`src/rtl/axis_packet_fifo.sv`:
```
`default_nettype none
// ============================================================================
// Module   : axis_packet_fifo
// Purpose  : Store-and-forward AXI-Stream packet FIFO. A packet is released
//            to the output only once its tlast beat has been written, so the
//            downstream side sees every packet as one unbroken burst.
//            Packets that can never fit in the buffer are discarded and
//            flagged with a one-cycle drop pulse.
// Ports    : clk, aresetn        - clock, async active-low reset
//            axis_i_*            - input stream (tready/tvalid/tlast/tdata)
//            axis_o_*            - output stream (tready/tvalid/tlast/tdata)
//            drop                - pulse when an oversize packet is discarded
//            pkt_count           - complete packets held (RAM + output stage)
// Revision : 1.0 - initial release
// ============================================================================
module axis_packet_fifo #(
    parameter int AXIS_BYTES = 1,
    parameter int DEPTH      = 256
) (
    input  logic                      clk,
    input  logic                      aresetn,
    output logic                      axis_i_tready,
    input  logic                      axis_i_tvalid,
    input  logic                      axis_i_tlast,
    input  logic [AXIS_BYTES*8-1:0]   axis_i_tdata,
    input  logic                      axis_o_tready,
    output logic                      axis_o_tvalid,
    output logic                      axis_o_tlast,
    output logic [AXIS_BYTES*8-1:0]   axis_o_tdata,
    output logic                      drop,
    output logic [$clog2(DEPTH):0]    pkt_count
);
    localparam int DW = AXIS_BYTES * 8;
    localparam int AW = $clog2(DEPTH);
    localparam int PW = AW + 1;
    localparam logic [PW-1:0] DEPTH_P = PW'(DEPTH);

    typedef enum logic [0:0] {
        ST_WRITE = 1'b0,
        ST_DROP  = 1'b1
    } wr_state_t;

    wr_state_t      state;
    logic [DW:0]    mem [DEPTH];
    logic [PW-1:0]  wr_ptr;
    logic [PW-1:0]  wr_commit;
    logic [PW-1:0]  rd_ptr;
    logic [PW-1:0]  occupancy;
    logic           running;
    logic           full;
    logic           wr_fire;
    logic           mem_we;
    logic           commit;
    logic           oversize;

    logic [DW:0]    stage [2];
    logic           stage_wsel;
    logic           stage_rsel;
    logic [1:0]     stage_cnt;
    logic           rd_fire;
    logic           pop;
    logic           pkt_dec;

    // ------------------------------------------------------------------
    // Write side
    // ------------------------------------------------------------------
    assign occupancy     = wr_ptr - rd_ptr;
    assign full          = (occupancy == DEPTH_P);
    // running keeps tready low while reset is held and releases it on the
    // first clock after deassertion.
    assign axis_i_tready = running && ((state == ST_DROP) || !full);
    assign wr_fire       = axis_i_tvalid && axis_i_tready;
    assign mem_we        = wr_fire && (state == ST_WRITE);
    assign commit        = mem_we && axis_i_tlast;
    // Buffer full of nothing but the packet in progress: it can never fit.
    assign oversize      = (state == ST_WRITE) && full && (wr_commit == rd_ptr);

    always_ff @(posedge clk) begin
        if (mem_we) begin
            mem[wr_ptr[AW-1:0]] <= {axis_i_tlast, axis_i_tdata};
        end
    end

    always_ff @(posedge clk or negedge aresetn) begin
        if (!aresetn) begin
            running   <= 1'b0;
            state     <= ST_WRITE;
            wr_ptr    <= '0;
            wr_commit <= '0;
            drop      <= 1'b0;
        end else begin
            running <= 1'b1;
            drop    <= 1'b0;
            case (state)
                ST_WRITE: begin
                    if (mem_we) begin
                        wr_ptr <= wr_ptr + 1'b1;
                        if (axis_i_tlast) begin
                            wr_commit <= wr_ptr + 1'b1;
                        end
                    end else if (oversize) begin
                        // Discard the partial packet and swallow its tail.
                        wr_ptr <= wr_commit;
                        state  <= ST_DROP;
                        drop   <= 1'b1;
                    end
                end
                ST_DROP: begin
                    if (wr_fire && axis_i_tlast) begin
                        state <= ST_WRITE;
                    end
                end
                default: state <= ST_WRITE;
            endcase
        end
    end

    // ------------------------------------------------------------------
    // Read side: synchronous RAM read straight into a 2-entry output stage.
    // Fetching only while the stage has a free slot keeps the RAM read
    // independent of axis_o_tready; two entries still give 1 beat/cycle.
    // ------------------------------------------------------------------
    assign pop     = (stage_cnt != 2'd0) && axis_o_tready;
    assign rd_fire = (rd_ptr != wr_commit) && (stage_cnt != 2'd2);

    always_ff @(posedge clk or negedge aresetn) begin
        if (!aresetn) begin
            rd_ptr     <= '0;
            stage[0]   <= '0;
            stage[1]   <= '0;
            stage_wsel <= 1'b0;
            stage_rsel <= 1'b0;
            stage_cnt  <= 2'd0;
        end else begin
            if (rd_fire) begin
                stage[stage_wsel] <= mem[rd_ptr[AW-1:0]];
                stage_wsel        <= ~stage_wsel;
                rd_ptr            <= rd_ptr + 1'b1;
            end
            if (pop) begin
                stage_rsel <= ~stage_rsel;
            end
            case ({rd_fire, pop})
                2'b10:   stage_cnt <= stage_cnt + 2'd1;
                2'b01:   stage_cnt <= stage_cnt - 2'd1;
                default: stage_cnt <= stage_cnt;
            endcase
        end
    end

    assign axis_o_tvalid                = (stage_cnt != 2'd0);
    assign {axis_o_tlast, axis_o_tdata} = stage[stage_rsel];

    // ------------------------------------------------------------------
    // Complete-packet counter
    // ------------------------------------------------------------------
    assign pkt_dec = pop && axis_o_tlast;

    always_ff @(posedge clk or negedge aresetn) begin
        if (!aresetn) begin
            pkt_count <= '0;
        end else begin
            case ({commit, pkt_dec})
                2'b10:   pkt_count <= pkt_count + 1'b1;
                2'b01:   pkt_count <= pkt_count - 1'b1;
                default: pkt_count <= pkt_count;
            endcase
        end
    end

endmodule
`default_nettype wire

```
`config.mk`:
```
export PLATFORM = sky130hd
export DESIGN_NAME = axis_packet_fifo
export DESIGN_NICKNAME = d
export VERILOG_FILES = /design/src/rtl/axis_packet_fifo.sv
export SDC_FILE = /design/constraint.sdc
export NUM_CORES = 2
export LEC_CHECK = 0
export ABC_AREA = 0
export ABC_CLOCK_PERIOD_IN_PS = 13500
export CAP_MARGIN = 20
export CORE_ASPECT_RATIO = 1.75
export CORE_MARGIN = 1
export CORE_UTILIZATION = 60
export CTS_CLUSTER_SIZE = 16
export DETAILED_ROUTE_END_ITERATION = 10
export PLACE_DENSITY_LB_ADDON = 0.2
export SYNTH_ARGS = -nofsm -noshare
export SYNTH_HDL_FRONTEND = slang
export SYNTH_SLANG_ARGS = --single-unit
```
`constraint.sdc`:
```
create_clock -name clk -period 13.5 [get_ports clk]
set_clock_uncertainty 0.15 [all_clocks]
set_input_delay 2.7 -clock clk [delete_from_list [all_inputs] [get_ports clk]]
set_output_delay 2.7 -clock clk [all_outputs]
set_load 0.01 [all_outputs]
```
# == Word level (Yosys, flattened, before mapping) ==
# Memories as Yosys holds them, arrays and structs flattened.
# Cells that the tools add are included.
# Widths: inputs -> output; s select.
# totals
reg_bits,61
ram_bits,2304
input_bits,13
out_inout_bits,21
elab_cells,72
memories,1
# op_classes
add_sub_neg,7
n_lt_le_gt_ge,3
eq_ne,8
muxes,17
bitwise_logic,5
n_reduce_logical,19
# memory_table
memory,words,word_bits,read_ports,rd_clocked_by_memory_dff,write_ports,line_no,text
mem,256,9,1,0,1,44,logic [DW:0] mem [DEPTH];
# op_table
operator,n
$mux 9,6
$add 9x1->9 const B,3
$bwmux 18,1
$pmux 9 s2,1
$logic_and 1x1->1,11
$demux 9 s1,1
$eq 9x9->1,1
$eq 9x9->1 const B,1
$ne 9x9->1,1
$sub 9x1->9 const B,1
$sub 9x9->9,1
$reduce_bool 2->1,4
$mux 1,6
$eq 2x1->1 const B,2
$eq 2x2->1 const B,2
$ge 2x2->1 const B,2
$not 1->2,2
$pmux 2 s2,1
$not 1->1,3
$reduce_and 3->1,1
$add 2x1->2 const B,1
$lt 2x1->1 const B,1
$ne 2x2->1 const B,1
$pmux 1 s2,1
other kinds (4),4

# == Longest topological paths before layout ==
# logic_depth
word_depth,10
depth_mapped,29
depth_no_buf,21

# == Least setup slack after synthesis ==
# OpenSTA, ideal clock, no wires.
# synth_path
path_type,input port to flip-flop
from,input axis_i_tvalid
to,register pkt_count[8]
setup_ns,0.079
arrival_ns,5.792
required_ns,13.271
setup_slack_ns,7.479
stages,19
path_cell_list,nand2_1 nor2_1 o21a_1 and2_1 buf_2 inv_1 ha_1 clkbuf_1 buf_1 xor2_1 ha_1 nand2b_1 o21ai_0 a22o_1 a21oi_1 nand2_1 a211o_1 a21oi_1 xor2_1
# synth_between
elab_chain_len,5
word_cells_on_any_way,7
cone_classes,eq/ne: 2; mux: 1; reduce/logical: 4
# synth_lines
element,line_no,text
start: declaration,23,"input logic axis_i_tvalid,"
$logic_and 1x1->1 (*),72,assign wr_fire = axis_i_tvalid && axis_i_tready;
$logic_and 1x1->1 (*),73,assign mem_we = wr_fire && (state == ST_WRITE);
$logic_and 1x1->1 (*),74,assign commit = mem_we && axis_i_tlast;
$eq 2x1->1 or $eq 2x2->1 (tied branches),163,"case ({commit, pkt_dec})"
$pmux 9 s2 or $reduce_bool 2->1 (tied branches),n/a,
end signal: assignment,164,2'b10: pkt_count <= pkt_count + 1'b1;
end signal: assignment,165,2'b01: pkt_count <= pkt_count - 1'b1;
end signal: assignment,166,default: pkt_count <= pkt_count;
end: declaration,31,output logic [$clog2(DEPTH):0] pkt_count
# Mark *: on every way between the ends. The rest lies on a longest branch, timed or not.
# A chain may end at the register's enable or synchronous reset.

# == Final worst setup path ==
# layout_path
from,register rd_ptr[2]
to,output axis_i_tready
# layout_between
elab_chain_len,5
# layout_lines
element,line_no,text
start: declaration,47,logic [PW-1:0] rd_ptr;
start signal: assignment,138,rd_ptr <= rd_ptr + 1'b1;
$sub 9x9->9,67,assign occupancy = wr_ptr - rd_ptr;
$eq 9x9->1,68,assign full = (occupancy == DEPTH_P);
$logic_not 1->1,71,assign axis_i_tready = running && ((state == ST_DROP) || !full);
$logic_or 1x1->1,71,
$logic_and 1x1->1,71,
end: declaration,22,"output logic axis_i_tready,"
# No other way between the ends.

==> impl_metrics.py <==
metrics = {
    "layout": {
        "final_layout_size_suffix_gt1_share_pct": 20.5,
        "final_net_count": 4701,
        "final_cell_area_mm2": 0.102,
        "area_growth_syn_to_layout_pct": 8.96,
    },
    "status": {
        "run_status": "completed",
    },
    "worst_setup_path": {
        "crit_end_element": "output pin",
        "worst_path_dominant_cell_family": "buffers and inverters",
        "cp-start-kind": "flop",
        "timing.critical_path.slowest_stage_cell": "dfrtp_4",
        "critical_path.cell_chain": "inv_6 -> ha_1 -> o21a_1 -> o31a_1 -> a32oi_1 -> nor4_1 -> o221a_2 -> nand3_2 -> and2_1 -> clkdlybuf4s50_1",
        "critical_path_buf_inv_count": 2,
        "cp.arrival_ns": 4.92,
        "critPathMaxFanout": 35,
        "required_ns": 10.65,
        "worst-setup-path-type": "flop to output pin",
        "timing.critical_path.slowest_cell_delay_ns": 0.71,
    },
    "synthesis": {
        "yosys_register_bits": 2365,
        "synth_warn": 0,
        "mappedNetlistArea_mm2": 0.0936,
        "mapped_cells": 4631,
        "synth_top_flop_cell": "edfxtp_1",
        "postSynth.asyncResetShare_pct": 2.58,
        "dominant_combinational_cell_family_by_area_after_synthesis": "multiplexers",
        "syn_nets": 4661,
        "synthXorXnorAreaFrac_pct": 0.431,
        "syn-mean-instance-area_um2": 20.2,
        "synth-simple-area-share_pct": 2.99,
        "netlist.area_leader.share_pct": 73.9,
        "distinct_cell_type_count_of_the_synthesized_netlist": 82,
        "synth-compound-area-share_pct": 3.96,
        "post_synth_fa_ha_maj_area_fraction_pct": 0.227,
        "synth.mux.area_fraction_pct": 14.6,
        "synth_edf_count": 2304,
        "synth_largest_area_cell": "edfxtp_1",
        "synth_sequential_area_ratio_pct": 75.6,
        "yosys-top-cells-area": "edfxtp_1, mux4_2, mux2i_1",
    },
    "power": {
        "max_vdd_drop_mv": 0.253,
        "power_switching_mw": 6.80,
        "internal_pwr_total_mw": 13.7,
        "powerDensity_mw_per_mm2": 201,
        "power.share.sequential_pct": 40.8,
        "share_clk_of_total_power_pct": 28.1,
        "p_leak_nw": 32.1,
        "power_switching_share_pct": 33.1,
        "total_power_mw": 20.5,
        "p_comb_share_pct": 31.1,
    },
    "floorplan": {
        "std_cell_rows": 191,
        "io_pins": 34,
        "die_area_mm2": 0.158,
        "placeableCoreArea_mm2": 0.155,
        "starting_density_of_the_core_pct": 60.4,
        "die-width_um": 301,
        "die-height_um": 524,
    },
    "timing": {
        "rsz_0062_raised_after_global_routing": "false",
        "max_transition_viols_final": 0,
        "finalCriticalPeriod_ns": 7.77,
        "fin_setup_tns_ns": 0,
        "tightest_slew_ns": 1.36,
        "final_hold_viol_count": 0,
        "finalSetupViolations": 0,
        "fmax_ghz": 0.129,
        "worst_slew_margin_rel_pct": 9.66,
        "layout_worst_path_cycle_share_pct": 57.6,
    },
    "place": {
        "port_buffers": 33,
        "place.gp.congestion": 0.920,
        "postPlaceCellArea_mm2": 0.0954,
        "dp.final_hpwl_um": 148000,
    },
    "clock_tree": {
        "clock_latency_ns": 0.83,
        "post_cts.repair.setup_buffers": 0,
        "postCtsResizedCells": 0,
        "cts_buffers": 201,
        "tritoncts": "built",
        "clkSlewWorstSetupHoldPaths_ns": 0.07,
        "cts.sinks": 2365,
        "cts_htree_levels": 4,
        "cts-root-buf": "clkbuf_16",
        "cts-hold-fix-buffers": 0,
        "cts-root-to-sink-buffers": 4,
    },
    "min_path": {
        "hold_crit_class": "flop to flop",
    },
    "global_route": {
        "grt_start_max_net_pins": 126,
        "grt-ovfl-total": 0,
        "grt_pass1_wl_um": 345000,
        "initial_antenna_violation_count": 7,
        "grt_pass1_vias": 48000,
        "overall_global_routing_usage_pct": 31.1,
    },
    "route": {
        "route.final.wire_length_um": 242000,
        "vias_per_cell": 6.85,
        "detail-route-antenna-nets": 0,
        "drt_iter0_markers": 5717,
        "drc": 0,
        "wl_per_cell_um": 35.2,
        "detail_route.first_pass.iterations": 6,
        "route.vias.total": 47000,
    },
    "job": {
        "cap_viol_max_count": 0,
    },
}
## cell usage after synthesis (all sizes together), types with 14 or more instances
cell,instances
a211oi,29
nand3,46
mux4,474
dfrtp,61
mux2i,274
a22oi,97
o21ai,89
a31oi,14
mux2,19
buf,176
xnor2,28
clkbuf,125
nand2,116
nand4,19
edfxtp,2304
o221ai,26
ha,17
o22ai,28
inv,16
nor3,17
a21oi,84
a22o,30
a221oi,63
nor2,304
xor2,18
## per-layer routing
layer | GRT usage [%] | part of all wire [%] | wire (um) | up-vias
li1 | - | - | - | 19200
met1 | 37.4 | 33 | 79900 | 24500
met2 | 52.4 | 51 | 123000 | 2608
met3 | 4.64 | 8.0 | 19300 | 689
met4 | 20.3 | 7.8 | 18900 | 6
met5 | 0 | 0.016 | 39 | -
## cell type report
| class | count | area [um^2] |
|---|---|---|
| Antenna cell | 4 | 10.0 |
| Timing Repair Buffer | 138 | 1310 |
| Clock inverter | 113 | 1080 |
| Fill cell | 9875 | 52900 |
| Multi-Input combinational cell | 1946 | 20900 |
| Inverter | 19 | 76.3 |
| Tap cell | 2026 | 2530 |
| Clock buffer | 244 | 5340 |
| Sequential cell | 2365 | 70700 |
## state kept, by name (all words and copies together), names as in the netlist, 2 cells and up
name and cells:
wr_commit 9, stage 18, pkt_count 9, mem 2304, wr_ptr 9, stage_cnt 2
rd_ptr 9
## kinds of logic (layout without fill, tap and decap cells)
kind of cell | Yosys count | count (layout)
flops | 2365 | 2365
mux | 767 | 767
simple gates | 588 | 588
compound gates | 527 | 527
buf+inv | 320 | 514
xor+xnor | 46 | 46
fa+ha+maj | 17 | 17
other cells | 1 | 5
## cell usage in the layout (no fill, tap or decap), types with 54 or more instances in the layout
cell type and n:
a21oi_1 84, a221oi_1 63, a22oi_1 95, buf_4 94, clkbuf_16 205, dfrtp_1 54, edfxtp_1 2304, mux2i_1 274
mux4_2 459, nand2_1 110, nor2_1 234, nor2_2 64, o21ai_0 81
## worst reg2reg max path, cell delays in order (launching register included)
cell      delay (ns)
dfrtp_4         0.71
inv_6           0.61
ha_1            0.39
o21a_1          0.15
o31a_1          0.26
a32oi_1         0.09
nor4_1          0.56
o221ai_2        0.28
o21a_1          0.47
and2_1          0.42
inv_1           0.18
ha_1            0.68
xor2_1          0.15
ha_1            0.26
nand2b_1        0.08
o21ai_0         0.07
a22o_1          0.27
a21oi_1         0.25
nand2_1         0.09
a211o_1         0.31
a21oi_1         0.20
xor2_1          0.15
## path summary, 6_finish.rpt
| kind | from | to | slack [ns] | depth (start not counted) |
|---|---|---|---|---|
| max | rd_ptr[2] | axis_i_tready | 5.73 | 10 |
| min | pkt_count[8] | pkt_count[8] | 0.33 | 1 |
| max reg2reg | rd_ptr[2] | pkt_count[8] | 6.66 | 21 |
| min reg2reg | pkt_count[8] | pkt_count[8] | 0.33 | 1 |
| max in group asynchronous | aresetn | rd_ptr[3] | 10.57 | 2 |
| min in group asynchronous | aresetn | pkt_count[8] | 1.50 | 1 |
## stage by stage
stage                     utilization, %  hold WS, ns  worst slack [ns]  std cells
after global placement              61.6        0.306              6.04       6486
after global routing                65.8        0.348              5.70       6852
after CTS                           65.8        0.331              5.89       6847
after floorplan                        -        0.294              7.48       4631
after detailed placement            61.6        0.317              5.98       6490
final                               65.8        0.328              5.73       6855
## power by group through the flow
| stage | Combinational, mW | Sequential, mW | Clock (mW) |
|---|---|---|---|
| after floorplan | 4.14 | 8.38 | 0 |
| after global placement | 6.26 | 8.54 | 0 |
| after detailed placement | 6.30 | 8.55 | 0 |
| after CTS | 6.33 | 8.38 | 5.80 |
| after global routing | 6.56 | 8.40 | 6.04 |
| final | 6.39 | 8.39 | 5.76 |
No activity file was read; power rests on OpenSTA's default activity.
